$ cat config.mk
export PLATFORM = sky130hd
export DESIGN_NAME = rpmul_pipe
export DESIGN_NICKNAME = d
export VERILOG_FILES = /design/src/rtl/rpmul_pipe.sv
export SDC_FILE = /design/constraint.sdc
export NUM_CORES = 1
export LEC_CHECK = 0
export ABC_AREA = 1
export CORE_ASPECT_RATIO = 0.75
export CORE_MARGIN = 1
export CORE_UTILIZATION = 35
export CTS_BUF_LIST = sky130_fd_sc_hd__clkbuf_8
export DETAILED_ROUTE_END_ITERATION = 16
export PLACE_DENSITY = 0.65
export SYNTH_ARGS = -nofsm -noshare
export SYNTH_HDL_FRONTEND = slang
export SYNTH_SLANG_ARGS = --single-unit
$ cat constraint.sdc
create_clock -name clk -period 12.5 [get_ports clk]
set_clock_uncertainty 0.2 [all_clocks]
set_input_delay 3.125 -clock clk [delete_from_list [all_inputs] [get_ports clk]]
set_output_delay 3.125 -clock clk [all_outputs]
set_load 0.01 [all_outputs]
$ cat src/rtl/rpmul_pipe.sv
// rtl/rpmul_pipe.sv - pipelined reduced-precision FP32 multiplier with tag, DAZ and sticky flags
module rpmul_pipe #(
    parameter int MANT_W = 10,
    parameter int TAG_W  = 4
) (
    input  logic             clk,
    input  logic             rst,
    input  logic             in_valid,
    output logic             in_ready,
    input  logic [31:0]      in_a,
    input  logic [31:0]      in_b,
    input  logic [TAG_W-1:0] in_tag,
    output logic             out_valid,
    input  logic             out_ready,
    output logic [31:0]      out_p,
    output logic [TAG_W-1:0] out_tag,
    output logic [3:0]       out_exc,
    output logic [3:0]       sticky_exc,
    input  logic             exc_clr
);
    localparam int PW = 2 * MANT_W + 2;

    logic v1, v2, v3;
    logic load1, load2, load3;

    // Ready chain: a stage loads when empty or when the stage after it moves.
    assign load3     = ~v3 | out_ready;
    assign load2     = ~v2 | load3;
    assign load1     = ~v1 | load2;
    assign in_ready  = load1;
    assign out_valid = v3;

    // Operand classification on the retained fraction bits only.
    logic [MANT_W-1:0] fa, fb;
    logic              a_ones, a_zexp, b_ones, b_zexp, a_fnz, b_fnz;
    logic              unused_low_bits;

    assign fa     = in_a[22 -: MANT_W];
    assign fb     = in_b[22 -: MANT_W];
    assign a_ones = &in_a[30:23];
    assign b_ones = &in_b[30:23];
    assign a_zexp = ~|in_a[30:23];
    assign b_zexp = ~|in_b[30:23];
    assign a_fnz  = |fa;
    assign b_fnz  = |fb;
    assign unused_low_bits = ^{in_a[22-MANT_W:0], in_b[22-MANT_W:0]};

    // Stage 1 state
    logic              s1_sign, s1_daz;
    logic [7:0]        s1_ea, s1_eb;
    logic [MANT_W-1:0] s1_ma, s1_mb;
    logic              s1_a_nan, s1_a_inf, s1_a_zero;
    logic              s1_b_nan, s1_b_inf, s1_b_zero;
    logic [TAG_W-1:0]  s1_tag;

    // Stage 2 datapath
    logic [PW-1:0] prod_c;
    logic [9:0]    esum_c;

    assign prod_c = PW'({1'b1, s1_ma}) * PW'({1'b1, s1_mb});
    assign esum_c = 10'(s1_ea) + 10'(s1_eb) - 10'd127;

    logic             s2_sign, s2_daz, s2_nan, s2_inf, s2_zero;
    logic [PW-1:0]    s2_prod;
    logic [9:0]       s2_esum;
    logic [TAG_W-1:0] s2_tag;

    // Stage 3 datapath: normalise, range check and pack by result priority.
    logic              norm;
    logic signed [9:0] e_c;
    logic [22:0]       frac_c;
    logic [31:0]       p_c;
    logic [3:0]        exc_c;

    assign norm   = s2_prod[PW-1];
    assign e_c    = $signed(s2_esum) + $signed({9'd0, norm});
    assign frac_c = norm ? (23'(s2_prod[2*MANT_W:0])   << (22 - 2*MANT_W))
                         : (23'(s2_prod[2*MANT_W-1:0]) << (23 - 2*MANT_W));

    always_comb begin
        p_c   = {s2_sign, e_c[7:0], frac_c};
        exc_c = {3'b000, s2_daz};
        if (s2_nan) begin
            p_c      = {s2_sign, 8'hFF, 23'h400000};
            exc_c[3] = 1'b1;
        end else if (s2_inf) begin
            p_c = {s2_sign, 8'hFF, 23'h0};
        end else if (s2_zero) begin
            p_c = {s2_sign, 31'h0};
        end else if (e_c >= 10'sd255) begin
            p_c      = {s2_sign, 8'hFF, 23'h0};
            exc_c[2] = 1'b1;
        end else if (e_c <= 10'sd0) begin
            p_c      = {s2_sign, 31'h0};
            exc_c[1] = 1'b1;
        end
    end

    always_ff @(posedge clk) begin
        if (rst) begin
            v1 <= 1'b0; v2 <= 1'b0; v3 <= 1'b0;
            s1_sign <= 1'b0; s1_daz <= 1'b0; s1_ea <= '0; s1_eb <= '0;
            s1_ma <= '0; s1_mb <= '0; s1_tag <= '0;
            s1_a_nan <= 1'b0; s1_a_inf <= 1'b0; s1_a_zero <= 1'b0;
            s1_b_nan <= 1'b0; s1_b_inf <= 1'b0; s1_b_zero <= 1'b0;
            s2_sign <= 1'b0; s2_daz <= 1'b0; s2_nan <= 1'b0; s2_inf <= 1'b0;
            s2_zero <= 1'b0; s2_prod <= '0; s2_esum <= '0; s2_tag <= '0;
            out_p <= '0; out_tag <= '0; out_exc <= '0; sticky_exc <= '0;
        end else begin
            if (load1) begin
                v1 <= in_valid;
                if (in_valid) begin
                    s1_sign   <= in_a[31] ^ in_b[31];
                    s1_ea     <= in_a[30:23];
                    s1_eb     <= in_b[30:23];
                    s1_ma     <= fa;
                    s1_mb     <= fb;
                    s1_a_nan  <= a_ones & a_fnz;
                    s1_a_inf  <= a_ones & ~a_fnz;
                    s1_a_zero <= a_zexp;
                    s1_b_nan  <= b_ones & b_fnz;
                    s1_b_inf  <= b_ones & ~b_fnz;
                    s1_b_zero <= b_zexp;
                    s1_daz    <= (a_zexp & a_fnz) | (b_zexp & b_fnz);
                    s1_tag    <= in_tag;
                end
            end
            if (load2) begin
                v2 <= v1;
                if (v1) begin
                    s2_sign <= s1_sign;
                    s2_prod <= prod_c;
                    s2_esum <= esum_c;
                    s2_nan  <= s1_a_nan | s1_b_nan | (s1_a_inf & s1_b_zero) | (s1_a_zero & s1_b_inf);
                    s2_inf  <= s1_a_inf | s1_b_inf;
                    s2_zero <= s1_a_zero | s1_b_zero;
                    s2_daz  <= s1_daz;
                    s2_tag  <= s1_tag;
                end
            end
            if (load3) begin
                v3 <= v2;
                if (v2) begin
                    out_p   <= p_c;
                    out_tag <= s2_tag;
                    out_exc <= exc_c;
                end
            end
            // Clear wins over a flag arriving in the same cycle.
            if (exc_clr)
                sticky_exc <= '0;
            else if (v3 && out_ready)
                sticky_exc <= sticky_exc | out_exc;
        end
    end
endmodule

==> metrics.log, run 1 <==
[metrics] number of synthesized register bits: 134
[metrics] Post-CTS Resized: 0
[metrics] Setup Crit Path Kind: in -> out
[metrics] # IOs: 119
[metrics] wire length on met3: 1170 um
[metrics] Die Footprint: 29700 um^2
[metrics] actual slew at the worst max-slew pin: ~1.1 ns
[metrics] count of flip-flops with a built-in enable after synthesis: 0
[metrics] Seq/Total Area, Yosys: 26.4%
[metrics] Hold-fix buffers, CTS: 0
[metrics] setup-violating endpoint count in the final report: 0
[metrics] unrepaired setup endpoints after global routing: false
[metrics] pin count of the biggest net entering global routing: 76
[metrics] wire length of the first global-routing pass: around 42000 um
[metrics] Setup crit end kind: primary output
[metrics] count of warnings emitted by yosys: 0
[metrics] total inserted antenna cells: 0
[metrics] area of placed instances: 11300 um^2
[metrics] slowest stage cell on the critical path: clkdlybuf4s50_1
[metrics] top layer reached by signal wires: met4
[metrics] number of optimization iterations in the first detailed-route pass: 7
[metrics] critical path fanouts, max: 3
[metrics] switching share of total power: between 30% and 40%
[metrics] clk buf depth: 2
[metrics] Std-Cell Rows: 53
[metrics] post-synth cell types: 37
[metrics] combinational fraction of design power: 29.2%
[metrics] H-tree lvl count: 4
[metrics] CTS Root Buffer Type: clkbuf_8
[metrics] area growth from synthesis to layout: 15.4%
[metrics] setup TNS after final layout: 0 ns
[metrics] cell area power density: around 110 nW/um^2
[metrics] fin crit period: just under 8 ns
[metrics] outcome: finished, final reports clean
[metrics] worst relative slew slack: 25.4%
[metrics] required time of the critical path: ~9 ns
[metrics] FF-to-FF path depth: 20
[metrics] largest delay contributor family on the critical path: buffers and inverters
[metrics] metal1 wirelength: around 12000 um
[metrics] slowest stage delay, CP: 0.53 ns
[metrics] setup slack after placement: 4.58 ns
[metrics] Final WS setup: 4.58 ns
[metrics] DRC violation count after routing: 0
[metrics] worst-case hold slack: between 0.2 and 0.3 ns
[metrics] final instance area: 11700 um^2
[metrics] nature of the critical path startpoint: primary input
[metrics] Top FF cell, synth: dfxtp_1
[metrics] synthesized area per cell: 7.20 um^2
[metrics] vias after detailed routing: about 9000
[metrics] proportion of layout cells with a drive suffix above 1: 3.87%
[metrics] type of the tightest min-delay check: reg -> reg
[metrics] starting utilization of the core area: 36.0%
[metrics] clock latency on the worst-skew pair: around 0.47 ns
[metrics] die extent in x: 199 um
[metrics] via count of the first global-routing pass: between 8000 and 9000
[metrics] drt total wl: ~25000 um
[metrics] Core Footprint: 28200 um^2
[metrics] Min-Delay Path Depth: 2
[metrics] post-route total power: 1.26 mW
[metrics] buffer count from post-CTS setup fixing: 0
[metrics] Worst EP arrival: 4.60 ns
[metrics] power spent charging and discharging nets: 0.445 mW
[metrics] post-detailed-placement half-perimeter wirelength: 18900 um
[metrics] leading cell types in the layout, fill and taps excluded: nand2_1, inv_1, nor2_1
[metrics] Final Slew Violations: 0
[metrics] detail-routed via count per cell: between 4 and 5
[metrics] met2 wire len: 11200 um
[metrics] total track usage: roughly 18%
[metrics] final estimated routing congestion in global placement: 0.839
[metrics] Async S/R FF share, synth: 0%
[metrics] final critical-path share of the clock period: 63.4%
[metrics] final-stage net count: 1689
[metrics] synthesized instance count: 1410
[metrics] WL/cell: 13.2 um
[metrics] clock buffer count from CTS: 17
[metrics] maximum achievable frequency: 126 MHz
[metrics] number of nets still failing antenna checks after routing: 0
[metrics] gr ovfl total: 0
[metrics] internal power: between 0.8 and 0.9 mW
[metrics] max-cap violations: 0
[metrics] Leak Pwr: 5.77 nW
[metrics] synthesized area: 10200 um^2
[metrics] total buffers and inverters traversed by the critical path: 3
[metrics] VDD IR-drop max: 0.0720 mV
[metrics] Starting DRT DRC Count: 501
[metrics] clock tree from TritonCTS: done
[metrics] clock power share: 32.2%
[metrics] clock sink count: 134
[metrics] portion of total power attributed to sequential cells: between 30 and 40%
[metrics] height of the die: about 150 um
[metrics] critical path cell sequence: clkdlybuf4s50_1, inv_1, nand2_1, nor2_1, nand2_1, clkdlybuf4s50_1
[metrics] clock slew seen by the registers of the worst setup and hold paths: 0.08 ns
[metrics] total stage count of the critical path: 6
[metrics] initial antenna violation count: 0
[metrics] number of port buffers: 90
[metrics] commonest non-fill, non-tap cell in the layout: nand2_1
[metrics] Final Hold Vio Count: 0
## state kept, by name, indices dropped and copies added (netlist names), 4 cells and up
name / flops
s1_tag: 4
s2_prod: 22
s1_ea: 8
out_p: 30
s2_esum: 10
sticky_exc: 4
s1_ma: 10
s1_mb: 10
out_exc: 4
s2_tag: 4
s1_eb: 8
out_tag: 4
## power by group through the flow
| stage | Clock [mW] | Sequential (mW) | Combinational (mW) |
|---|---|---|---|
| 3_3_place_gp | 0 | 0.493 | 0.362 |
| 3_5_place_dp | 0 | 0.494 | 0.365 |
| 6_report | 0.405 | 0.484 | 0.367 |
| 4_1_cts | 0.415 | 0.484 | 0.370 |
| 5_1_grt | 0.435 | 0.489 | 0.428 |
| 2_1_floorplan | 0 | 0.476 | 0.279 |
## tightest hold or removal path, stage by stage (launching register included)
cell	delay, ns
dfxtp_1	0.32
inv_1	0.05
a21oi_1	0.05
## synth_stat cells, drive strengths merged (4+ instances only)
cell type	number	area [um^2]
nand2	281	1060
inv	251	942
nor2	168	661
dfxtp	134	2680
a21oi	114	571
o21ai	101	505
fa	81	1620
ha	76	951
clkbuf	50	188
nand3	41	223
nand4	36	225
buf	18	116
nor3	12	60.1
xor2	11	96.3
nor4	6	37.5
xnor2	6	52.6
a21o	4	30.0
a31oi	4	25.0
## logic make-up after synthesis
| family | share of synthesized area, % |
|---|---|
| adders and majority gates | 25.3 |
| other | 0.0369 |
| DFF | 26.4 |
| buffers and inverters | 12.3 |
| AOI/OAI and AO/OA | 11.7 |
| xor gates and xnor gates | 1.47 |
| and+or+nand+nor | 22.7 |
## final timing paths
kind | startpoint | end | slack, ns
worst max-delay path | out_ready | in_ready | 4.58
worst min-delay path | sticky_exc[2]$_SDFFE_PP0P_ | sticky_exc[2]$_SDFFE_PP0P_ | 0.25
worst max register to register | s1_ma[7]$_SDFFE_PP0P_ | s2_prod[14]$_SDFFE_PP0P_ | 7.17
worst min register to register | sticky_exc[2]$_SDFFE_PP0P_ | sticky_exc[2]$_SDFFE_PP0P_ | 0.25
## cell type report
cell class / instances / area [um^2]
multi-input combinational: 956 / 6230
timing repair buffer: 97 / 948
clock inverter: 15 / 203
sequential: 134 / 2680
inverter: 253 / 950
tap: 385 / 482
fill: 2984 / 16500
clock buffer: 17 / 234
## per-layer routing
layer	up-vias	global-route usage, %
li1	4504	-
met1	4248	23.7
met2	181	29.2
met3	29	3.31
met4	0	5.04
met5	-	0
## through the flow
stage	instances	utilization [%]
6_report	1857	41.5
2_1_floorplan	1411	-
4_1_cts	1857	41.5
5_1_grt	1857	41.5
3_5_place_dp	1825	40.0
3_3_place_gp	1825	40.0
(Power assumes the default switching activity.)
==> inputs of run 2 (changes only) <==
--- a/config.mk
+++ b/config.mk
@@ -11,7 +11,7 @@
 export CORE_UTILIZATION = 35
 export CTS_BUF_LIST = sky130_fd_sc_hd__clkbuf_8
 export DETAILED_ROUTE_END_ITERATION = 16
-export PLACE_DENSITY = 0.65
+export PLACE_DENSITY = 0.67
 export SYNTH_ARGS = -nofsm -noshare
 export SYNTH_HDL_FRONTEND = slang
 export SYNTH_SLANG_ARGS = --single-unit
==> constraint.sdc (replaced) <==
create_clock -name clk -period 6.9 [get_ports clk]
set_clock_uncertainty 0.2 [all_clocks]
set_input_delay 1.725 -clock clk [delete_from_list [all_inputs] [get_ports clk]]
set_output_delay 1.725 -clock clk [all_outputs]
set_load 0.01 [all_outputs]
==> metrics.log, run 2 (synthesis gave the netlist of run 1 again) <==
[metrics] drt total wl: 25200 um (+2.5%)
[metrics] gr ovfl total: 0 (unchanged)
[metrics] Std-Cell Rows: 53 (unchanged)
[metrics] Setup Crit Path Kind: reg -> reg
[metrics] max-cap violations: 0 (unchanged)
[metrics] unrepaired setup endpoints after global routing: false
[metrics] final critical-path share of the clock period: roughly three quarters
[metrics] FF-to-FF path depth: 20 (unchanged)
[metrics] critical path fanouts, max: 11 (+8)
[metrics] Final Hold Vio Count: 0 (unchanged)
[metrics] required time of the critical path: 7.07 ns (-2.10 ns)
[metrics] outcome: finished, final reports clean
[metrics] initial antenna violation count: 0 (unchanged)
[metrics] setup TNS after final layout: 0 ns (unchanged)
[metrics] fin crit period: between 5 and 6 ns
[metrics] Leak Pwr: 5.77 nW (about the same)
[metrics] utilization after layout: 41.5% (about the same)
[metrics] Starting DRT DRC Count: 495 (-1.2%)
[metrics] Hold-fix buffers, CTS: 0 (unchanged)
[metrics] clock tree from TritonCTS: done
[metrics] power spent charging and discharging nets: 0.816 mW (+83%)
[metrics] worst setup path endpoint: s2_prod[14]$_SDFFE_PP0P_
[metrics] die extent in x: 199 um (unchanged)
[metrics] Final Slew Violations: 0 (unchanged)
[metrics] clk buf depth: 2 (unchanged)
[metrics] commonest non-fill, non-tap cell in the layout: nand2_1
[metrics] Reg-to-Reg Start: s1_mb[2]$_SDFFE_PP0P_
[metrics] leading cell types in the layout, fill and taps excluded: nand2_1, inv_1, nor2_1
[metrics] number of optimization iterations in the first detailed-route pass: 5 (-2)
[metrics] total track usage: 18.3% (+0.51 points)
[metrics] cell area power density: 195 nW/um^2 (+82%)
[metrics] Storage cell area: 2680 um^2 (unchanged)
[metrics] internal power: 1.47 mW (+82%)
[metrics] register with the most flip-flops: out_p
[metrics] vias after detailed routing: 9008 (+0.51%)
[metrics] launch point of the critical path: s1_mb[2]$_SDFFE_PP0P_
[metrics] CTS Root Buffer Type: clkbuf_8
[metrics] number of nets still failing antenna checks after routing: 0 (unchanged)
[metrics] post-detailed-placement half-perimeter wirelength: 19300 um (+1.9%)
[metrics] final estimated routing congestion in global placement: 0.867 (+3.3%)
[metrics] nature of the critical path startpoint: register
[metrics] height of the die: 150 um (unchanged)
[metrics] Core Footprint: 28200 um^2 (unchanged)
[metrics] DRC violation count after routing: 0 (unchanged)
[metrics] WL/cell: 13.6 um (+2.5%)
[metrics] flop-to-flop setup slack: 1.68 ns (-5.49 ns)
[metrics] H-tree lvl count: 4 (unchanged)
[metrics] worst relative slew slack: 27.9% (+2.5 points)
[metrics] type of the tightest min-delay check: reg -> reg
[metrics] total area of multi-input combinational cells: 6230 um^2 (unchanged)
[metrics] count of placed standard cells in the final layout, fillers left out: 1857 (unchanged)
[metrics] clock sink count: 134 (unchanged)
[metrics] buffer count from post-CTS setup fixing: 0 (unchanged)
[metrics] wire length of the first global-routing pass: 43500 um (+3.1%)
[metrics] combinational fraction of design power: 29.4% (+0.2 points)
[metrics] number of port buffers: 90 (unchanged)
[metrics] Worst EP arrival: 5.39 ns (+0.79 ns)
[metrics] Setup crit end kind: register
[metrics] actual slew at the worst max-slew pin: 1.08 ns (-0.0375 ns)
[metrics] Post-CTS Resized: 0 (unchanged)
[metrics] Critical R2R Capture: s2_prod[14]$_SDFFE_PP0P_
[metrics] clock power share: 32.3% (about the same)
[metrics] Top Registers: out_p (30), s2_prod (22)
[metrics] final-stage net count: 1690 (+0.059%)
[metrics] clock latency on the worst-skew pair: 0.46 ns (about the same)
[metrics] max reg flops: 30 (unchanged)
[metrics] proportion of layout cells with a drive suffix above 1: 3.94% (+0.068 points)
[metrics] maximum achievable frequency: 192 MHz
[metrics] Die Footprint: 29700 um^2 (unchanged)
[metrics] starting utilization of the core area: 36.0% (unchanged)
[metrics] switching share of total power: 35.7% (+0.23 points)
[metrics] via count of the first global-routing pass: 8905 (+0.11%)
[metrics] portion of total power attributed to sequential cells: 38.3% (-0.3 points)
[metrics] detail-routed via count per cell: 4.85 (+0.51%)
[metrics] area growth from synthesis to layout: 15.5% (about the same)
[metrics] setup-violating endpoint count in the final report: 0 (unchanged)
[metrics] pin count of the biggest net entering global routing: 76 (unchanged)
[metrics] placed cell count: 1826 (+0.055%)
[metrics] clock buffer count from CTS: 17 (unchanged)
[metrics] # IOs: 119 (unchanged)
[metrics] clock slew seen by the registers of the worst setup and hold paths: 0.09 ns (about the same)
[metrics] VDD IR-drop max: 0.147 mV (+100%)
[metrics] Filler Cells Inserted: 2994 (+0.34%)
[metrics] total inserted antenna cells: 0 (unchanged)
==> run 2: per-stage QoR <==
| step | power [mW] | area (um^2) | hold slack (ns) | worst slack [ns] |
|---|---|---|---|---|
| CTS | 2.32 | 11700 | 0.255 | 1.67 |
| detailed placement | 1.56 | 11300 | 0.242 | 1.69 |
| global route | 2.46 | 11700 | 0.278 | 1.32 |
| finish | 2.29 | 11700 | 0.252 | 1.68 |
| floorplan | 1.37 | 10200 | 0.233 | 1.95 |
| global placement | 1.55 | 11300 | 0.239 | 1.71 |
==> run 2: metal layers <==
metal  wire length (um)  vias up  GRT usage, %
li1                   -     4508             -
met1              12200     4278          24.8
met2              11700      202          30.5
met3               1090       20          3.25
met4                195        0          3.46
met5                  0        -             0
==> run 2: power groups by stage <==
stage | clock network, mW | registers, mW | logic [mW]
detailed placement | 0 | 0.893 | 0.668
CTS | 0.765 | 0.875 | 0.676
global placement | 0 | 0.892 | 0.658
finish | 0.739 | 0.876 | 0.673
global route | 0.794 | 0.883 | 0.784
floorplan | 0 | 0.862 | 0.506
==> run 2: final cells by class <==
class                           count  area share, %
Sequential cell                   134           22.9
Tap cell                          385           4.11
Inverter                          253           8.10
Timing Repair Buffer               98           8.15
Multi-Input combinational cell    956           53.1
Clock inverter                     14           1.70
Clock buffer                       17           1.99
==> run 2: how the worst min path moves through the flow <==
stage	from	end	depth (start not counted)
global route	s1_eb[0]$_SDFFE_PP0P_	s1_eb[0]$_SDFFE_PP0P_	2
floorplan	s1_eb[0]$_SDFFE_PP0P_	s1_eb[0]$_SDFFE_PP0P_	2
CTS	sticky_exc[2]$_SDFFE_PP0P_	sticky_exc[2]$_SDFFE_PP0P_	2
global placement	sticky_exc[2]$_SDFFE_PP0P_	sticky_exc[2]$_SDFFE_PP0P_	2
finish	sticky_exc[2]$_SDFFE_PP0P_	sticky_exc[2]$_SDFFE_PP0P_	2
detailed placement	sticky_exc[2]$_SDFFE_PP0P_	sticky_exc[2]$_SDFFE_PP0P_	2
==> run 2: critical path, cell delays in order, from the launching register on <==
cell	delay (ns)
dfxtp_1	0.63
nand2_1	0.16
fa_1	0.56
inv_1	0.05
fa_1	0.49
inv_1	0.05
fa_1	0.52
inv_1	0.05
fa_1	0.47
inv_1	0.05
fa_1	0.47
inv_1	0.04
ha_1	0.33
a21o_1	0.22
a21oi_1	0.16
nand2_1	0.14
a21oi_1	0.18
xor2_1	0.18
nand2_1	0.06
nand2_1	0.06
inv_1	0.03
